**src/rtl/demux_pkg.sv**
```systemverilog
// Shared constants for the burst dispatch controller and its counter.
// Optional feature macro used by the top level: DEMUX_BURST_STAT_EN.
package demux_pkg;

  localparam logic SEL_O0       = 1'b0;
  localparam logic SEL_O1       = 1'b1;
  localparam int   DEMUX_WIDTH  = 8;
  localparam int   DEMUX_STAT_W = 16;

  // Burst counter width: ceil(log2(burst)), but never less than one bit.
  function automatic int cnt_width(input int burst);
    return (burst > 1) ? $clog2(burst) : 1;
  endfunction

endpackage

```
**src/rtl/demux_burst_cnt.sv**
```systemverilog
// Burst position counter: decides the target output for the next accepted
// word and flags the accept that completes a burst.
module demux_burst_cnt
  import demux_pkg::*;
#(
  parameter int BURST = 4
) (
  input  logic clk,
  input  logic rst,
  input  logic i_accept,
  input  logic i_sync_clr,
  output logic o_tgt,
  output logic o_burst_done
);

  localparam int             CW   = cnt_width(BURST);
  localparam logic [CW-1:0]  LAST = CW'(BURST - 1);

  logic [CW-1:0] r_cnt;
  logic          r_tgt;
  logic          w_last;

  assign w_last       = (r_cnt == LAST);
  assign o_tgt        = r_tgt;
  // Pulses with the accept itself; a clear in the same cycle does not hide it.
  assign o_burst_done = i_accept & w_last;

  // Count accepts; wrap and toggle target at burst end; clear wins over counting.
  always_ff @(posedge clk or posedge rst) begin
    if (rst) begin
      r_cnt <= '0;
      r_tgt <= SEL_O0;
    end else if (i_sync_clr) begin
      r_cnt <= '0;
      r_tgt <= SEL_O0;
    end else if (i_accept) begin
      if (w_last) begin
        r_cnt <= '0;
        r_tgt <= ~r_tgt;
      end else begin
        r_cnt <= r_cnt + CW'(1);
      end
    end
  end

endmodule

```
**src/rtl/demux_burst_ctrl.sv**
```systemverilog
// Burst dispatch controller in front of a 1-to-2 demux. Holds one word and
// steers BURST consecutive words to o0, then BURST to o1, alternating.
// Optional macro DEMUX_BURST_STAT_EN adds per-output drain counters.
//
// Handshakes: a transfer happens on a rising edge where valid and ready are
// both high. Upstream: in_valid/in_ready. Downstream: out_validN/out_readyN,
// where only the ready of the output selected by the held word matters.
// in_ready depends combinationally on out_ready so the register can be
// refilled in the same cycle it drains (full throughput).
module demux_burst_ctrl
  import demux_pkg::*;
#(
  parameter int WIDTH = DEMUX_WIDTH,
  parameter int BURST = 4
) (
  input  logic             clk,
  input  logic             rst,
  input  logic             sync_clr,
  input  logic [WIDTH-1:0] in_data,
  input  logic             in_valid,
  output logic             in_ready,
  output logic [WIDTH-1:0] dmx_i,
  output logic             dmx_sel,
  output logic             out_valid0,
  output logic             out_valid1,
  input  logic             out_ready0,
  input  logic             out_ready1,
  output logic             burst_done
`ifdef DEMUX_BURST_STAT_EN
  ,
  output logic [DEMUX_STAT_W-1:0] stat_cnt0,
  output logic [DEMUX_STAT_W-1:0] stat_cnt1
`endif
);

  logic             r_vld;
  logic [WIDTH-1:0] r_data;
  logic             r_sel;
  logic             w_drain;
  logic             w_accept;
  logic             w_tgt;

  assign w_drain    = r_vld & ((r_sel == SEL_O1) ? out_ready1 : out_ready0);
  assign in_ready   = ~r_vld | w_drain;
  assign w_accept   = in_valid & in_ready;
  assign out_valid0 = r_vld & (r_sel == SEL_O0);
  assign out_valid1 = r_vld & (r_sel == SEL_O1);
  assign dmx_sel    = r_sel;
  assign dmx_i      = r_vld ? r_data : '0;

  demux_burst_cnt #(
    .BURST (BURST)
  ) u_cnt (
    .clk          (clk),
    .rst          (rst),
    .i_accept     (w_accept),
    .i_sync_clr   (sync_clr),
    .o_tgt        (w_tgt),
    .o_burst_done (burst_done)
  );

  // One-entry output register: load on accept, empty on drain-only.
  always_ff @(posedge clk or posedge rst) begin
    if (rst) begin
      r_vld  <= 1'b0;
      r_data <= '0;
      r_sel  <= SEL_O0;
    end else if (w_accept) begin
      r_vld  <= 1'b1;
      r_data <= in_data;
      r_sel  <= w_tgt;
    end else if (w_drain) begin
      r_vld  <= 1'b0;
    end
  end

`ifdef DEMUX_BURST_STAT_EN
  logic [DEMUX_STAT_W-1:0] r_stat0;
  logic [DEMUX_STAT_W-1:0] r_stat1;

  assign stat_cnt0 = r_stat0;
  assign stat_cnt1 = r_stat1;

  // Count completed drains per output; free-running wrap, immune to sync_clr.
  always_ff @(posedge clk or posedge rst) begin
    if (rst) begin
      r_stat0 <= '0;
      r_stat1 <= '0;
    end else if (w_drain) begin
      if (r_sel == SEL_O1) r_stat1 <= r_stat1 + DEMUX_STAT_W'(1);
      else                 r_stat0 <= r_stat0 + DEMUX_STAT_W'(1);
    end
  end
`else
  // Drain statistics are not built in this configuration.
`endif

endmodule
```
**config.mk**
```make
export PLATFORM = sky130hd
export DESIGN_NAME = demux_burst_ctrl
export DESIGN_NICKNAME = d
export VERILOG_FILES = /design/src/rtl/demux_pkg.sv /design/src/rtl/demux_burst_cnt.sv /design/src/rtl/demux_burst_ctrl.sv
export SDC_FILE = /design/constraint.sdc
export NUM_CORES = 1
export LEC_CHECK = 0
export CORE_MARGIN = 5
export CORE_UTILIZATION = 36
export CTS_CLUSTER_DIAMETER = 200
export DETAILED_ROUTE_END_ITERATION = 8
export PLACE_DENSITY = 0.66
export SLEW_MARGIN = 30
export SYNTH_ARGS = -nofsm -noshare
export SYNTH_HDL_FRONTEND = slang
export SYNTH_SLANG_ARGS = --single-unit
```
**constraint.sdc**
```tcl
create_clock -name clk -period 2.1 [get_ports clk]
set_input_delay 0.315 -clock clk [delete_from_list [all_inputs] [get_ports clk]]
set_output_delay 0.315 -clock clk [all_outputs]
set_load 0.03 [all_outputs]
```
; ---- Yosys cells after proc, flatten, opt, wreduce, memory -nomap -nowiden
; Cells that the tools add are included.
[totals]
reg_bits = 13
in_bits = 14
output_inout_bits = 13
[classes]
n_addsub = 1
n_eq_ne = 1
mux = 10
bitwise = 9
reduce_logical = 4
[ops]
columns = op, n
row1 = two-way mux 8 bit, 1
row2 = two-way mux 1 bit, 6
row3 = two-way mux 2 bit, 3
row4 = nonzero test 2 bit, 3
row5 = AND 1 bit, 5
row6 = inverter 1 bit, 3
row7 = adder 2 x 1 -> 2 bit (second input constant), 1
row8 = == test 2 bit (second input constant), 1
row9 = AND reduction 2 bit, 1
row10 = bitwise OR 1 bit, 1

; ---- Longest topological paths before layout
[depth]
ltp_word = 6
depth_mapped = 4
mapped_depth_nobuf = 4

; ---- By module
; A second synthesis with hierarchy kept.
[unflattened]
cells_unflattened = 53
area_unflattened_um2 = 636.9
[by_module_without_submodules]
columns = mod, n_inst, cells_per_inst, area_each_um2, seq_area_each_um2
row1 = demux_burst_ctrl, 1, 39, 480.5, 250.2
row2 = demux_burst_cnt, 1, 14, 156.4, 75.1

; ---- Worst setup path before layout
; Ideal clock, no wire load.
[synth_timing]
path_type = reg-to-output
start = register r_sel (netlist: dmx_sel)
end = output port burst_done
arrival_ns = 1.456
path_slack_ns = 0.329
path_stages_with_launch = 4
cell_sequence = dfrtp_1 -> mux2i_2 -> a21boi_2 -> and2_2
[synth_via]
elab_chain_len = 5
[synth_lines]
columns = element, line
row1 = from (decl), demux_burst_ctrl.sv:38  ; logic r_sel;
row2 = from (signal assigned), demux_burst_ctrl.sv:71  ; r_sel <= w_tgt;
row3 = two-way mux 1 bit, demux_burst_ctrl.sv:43  ; assign w_drain = r_vld & ((r_sel == SEL_O1) ? out_ready1 : out_ready0);
row4 = AND 1 bit, demux_burst_ctrl.sv:43
row5 = bitwise OR 1 bit, demux_burst_ctrl.sv:44  ; assign in_ready = ~r_vld | w_drain;
row6 = AND 1 bit, demux_burst_ctrl.sv:45  ; assign w_accept = in_valid & in_ready;
row7 = AND 1 bit, demux_burst_cnt.sv:26  ; assign o_burst_done = i_accept & w_last;
row8 = to (decl), demux_burst_ctrl.sv:28  ; output logic burst_done
; Every way passes these cells.

; ---- Worst setup path in the final report
[layout_timing]
start = register r_vld
end = output port out_valid0
[layout_via]
elab_chain_len = 1
[layout_lines]
columns = element, line
row1 = from (decl), demux_burst_ctrl.sv:36  ; logic r_vld;
row2 = from (signal assigned), demux_burst_ctrl.sv:65  ; r_vld <= 1'b0;
row3 = from (signal assigned), demux_burst_ctrl.sv:69  ; r_vld <= 1'b1;
row4 = from (signal assigned), demux_burst_ctrl.sv:73  ; r_vld <= 1'b0;
row5 = AND 1 bit, demux_burst_ctrl.sv:46  ; assign out_valid0 = r_vld & (r_sel == SEL_O0);
row6 = to (decl), demux_burst_ctrl.sv:24  ; output logic out_valid0,
; Every way passes these cells.

==> impl_results.md <==
- FF/Latch Area: around 330 um2
- Max IR drop VDD: 0.428 mV
- Fin util: 54.8%
- Largest net degree at the start of global routing: 14
- Worst-path fanout max: 13
- Core area: 0.00192 mm2
- Initial Util: between 30% and 40%
- Internal: 515 uW
- Ant diodes: 0
- Ys async rst share: 100%
- Mapped Area: slightly above 700 um2
- Area of the multi-input gates: approximately 360 um2
- DP HPWL: between 1000 and 1500 um
- DR WL/cell: 12.4 um
- Status: completed
- Bufs and invs on worst path: 2
- Design Power: between 700 and 800 uW
- Crit Path Class: flip-flop to output pin
- Fillers: 190
- Clk buf depth: 2
- Pre-CTS WS: 109 ps
- Slew Limit Fails: 0
- Period utilization: 91.6%
- Met2 wire len: 824 um
- WL met1: 619 um
- Die height: around 55 um
- IO buf count: 26
- Endpoints failing hold: 0
- Worst min path class: primary input to asynchronous set/reset pin
- CP Data Arrival Time: about 1600 ps
- Syn Nets: 81
- Flop and latch count out of synthesis: 13
- CP peak stage delay: roughly 670 ps
- CTS tree: yes
- CP endpoint kind: output pin
- Max layer used: met4
- Largest cells by area after synthesis: dfrtp_1 (45%), mux2_2 (13%), and2_1 (7.0%), nand4b_1 (2.4%), and2_2 (2.1%)
- Final setup fails: 0
- Cell taking the most area after synthesis: dfrtp_1
- Relative slew margins: 67.4%
- Number of global-route vias before repair: just under 600
- Reg clk slew, reported paths: 80 ps
- First-pass GRT wire length: roughly 2600 um
- First-pass DRT Iterations: 3
- Actual slew at the worst max-slew pin: 489 ps
- Postcts setup bufs: 0
- Antenna Violating Nets Remaining: 0
- Core Rows: 16
- GRT Total Usage: 12.1%
- Vias per Instance: 4.92
- Top-level port count: 27
- DRC: 0
- CP startpoint kind: flip-flop
- H-tree levels: 1
- Final #Nets: 112
- Fin crit period: a little under 2000 ps
- RSZ-0062 raised after global routing: false
- Slowest cell on the critical path: clkdlybuf4s50_1
- Met3 wire length: about 64 um
- Net Sw Frac: 32.1%
- Synth Instances: 66
- Final RePlAce weighted congestion: 0.743
- Sequential group share of total power: 42.1%
- Vias: between 600 and 700
- Seq/Total Area, Yosys: 45.4%
- Required time of the critical path: 1780 ps
- Layout cells sized above 1: 22.9%
- CP Cell Sequence: inv_1 -> nor2_1 -> clkdlybuf4s50_1
- Share of the synthesized area in the top cell type: 45.4%
- Pwr/cell area: 720 mW/mm2
- Clock latency on the worst-skew pair: around 270 ps
- Clock skew: 8.36 ps
- CTS buffer count: 3
- Die area: 0.00298 mm2
- Final worst slack: 177 ps
- Ys flop type: dfrtp_1
- Initial DRC count: 12
- Final wirelength: 1530 um
- TNS Setup: 0 ps
- Synth warn: 0
- Switching power: 243 uW
- Clock Sink Count: 13
- Hold-fix buffers, CTS: 0
- Fmax achieved: 520 MHz
- Grt ovf: 0
- Max-Cap Viols: 0
- Cell family with most CP delay: buffers and inverters
- CTS root buf: clkbuf_4
- Mean Syn Cell Area: 10.9 um2
- Leak Pwr: ~0.00043 uW
- Post-synth EDFFs: 0
- Area growth from synthesis to layout: 46.8%
- Comb power frac: 38.5%
- Die width: 54.6 um
- Netlist cell types: 28
- Initial antenna violation count: 0
- Clock share of power: 19.3%
-- through the flow --
step	cells	hold WS [ps]	cell area [um2]
final	123	356	1050
after global routing	123	380	1050
after CTS	123	367	1050
after detailed placement	119	491	1020
after global placement	119	481	1020
after floorplan	66	192	717
-- power by group through the flow --
stage          logic, uW  clock network, uW  registers [uW]
6_report             292                146             319
5_1_grt              313                173             326
4_1_cts              297                155             319
3_5_place_dp         296                  0             324
3_3_place_gp         293                  0             321
2_1_floorplan        175                  0             315
-- final timing paths --
path                            from    endpoint  slack, ps  cells past startpoint
max                            r_vld  out_valid0        180                      3
min in group clk           r_data[7]   r_data[7]        500                      1
min reg2reg                r_data[7]   r_data[7]        500                      1
min                              rst   r_data[6]        360                      2
max reg2reg                  dmx_sel   r_data[2]        490                      5
max in group asynchronous        rst       r_vld       1390                      2
-- metal layers --
layer  vias to the layer above  GRT usage (%)
met5                         -              0
met4                         0           4.98
met3                         2           3.27
met1                       293           13.5
met2                        10           21.3
li1                        300              -
-- final cells by class --
| type | instances | share of cell area (%) |
|---|---|---|
| multi-input cells | 46 | 34.6 |
| inverters | 3 | 1.07 |
| repair buffers | 30 | 27.6 |
| well taps | 27 | 3.21 |
| clock buffers | 4 | 2.50 |
| flip-flops and latches | 13 | 31.0 |
-- Yosys cell counts (all sizes together) (2+ instances only) --
cell	number
dfrtp	13
and2	10
mux2	8
nor2	4
clkbuf	3
inv	3
a21oi	2
nand2b	2
nand4b	2
o211ai	2
-- logic make-up (layout without fill, tap and decap cells) --
kind of cell,after synthesis,after routing,share of synthesized area (%)
simple gates,27,27,25.3
flops,13,13,45.4
compound gates,9,9,9.25
buf+inv,7,37,3.84
mux,9,9,14.5
fa+ha+maj,1,1,1.74
-- flip-flops by register name, summed over array words and instances, names as in the netlist --
name         flops
dmx_sel          1
u_cnt.o_tgt      1
r_vld            1
u_cnt.r_cnt      2
r_data           8
-- timing repair --
action / 4_1_cts / 5_1_grt
endpoints found under the setup margin: 0 / 8
endpoints found under the hold margin: 0 / 0
gates resized for setup: 0 / 2
-- cells in the final DEF, fill, tap and decap left out, types with 2 or more instances in the layout --
cell type | Yosys | routed
a21oi_1 | 2 | 2
and2_1 | 8 | 8
and2_2 | 2 | 2
buf_4 | 0 | 5
clkbuf_4 | 0 | 3
clkdlybuf4s50_1 | 0 | 24
dfrtp_1 | 13 | 12
inv_1 | 3 | 3
mux2_2 | 8 | 8
nand2b_1 | 2 | 2
nand4b_1 | 2 | 2
nor2_1 | 4 | 4
o211ai_1 | 2 | 2
(Power assumes the default switching activity.)
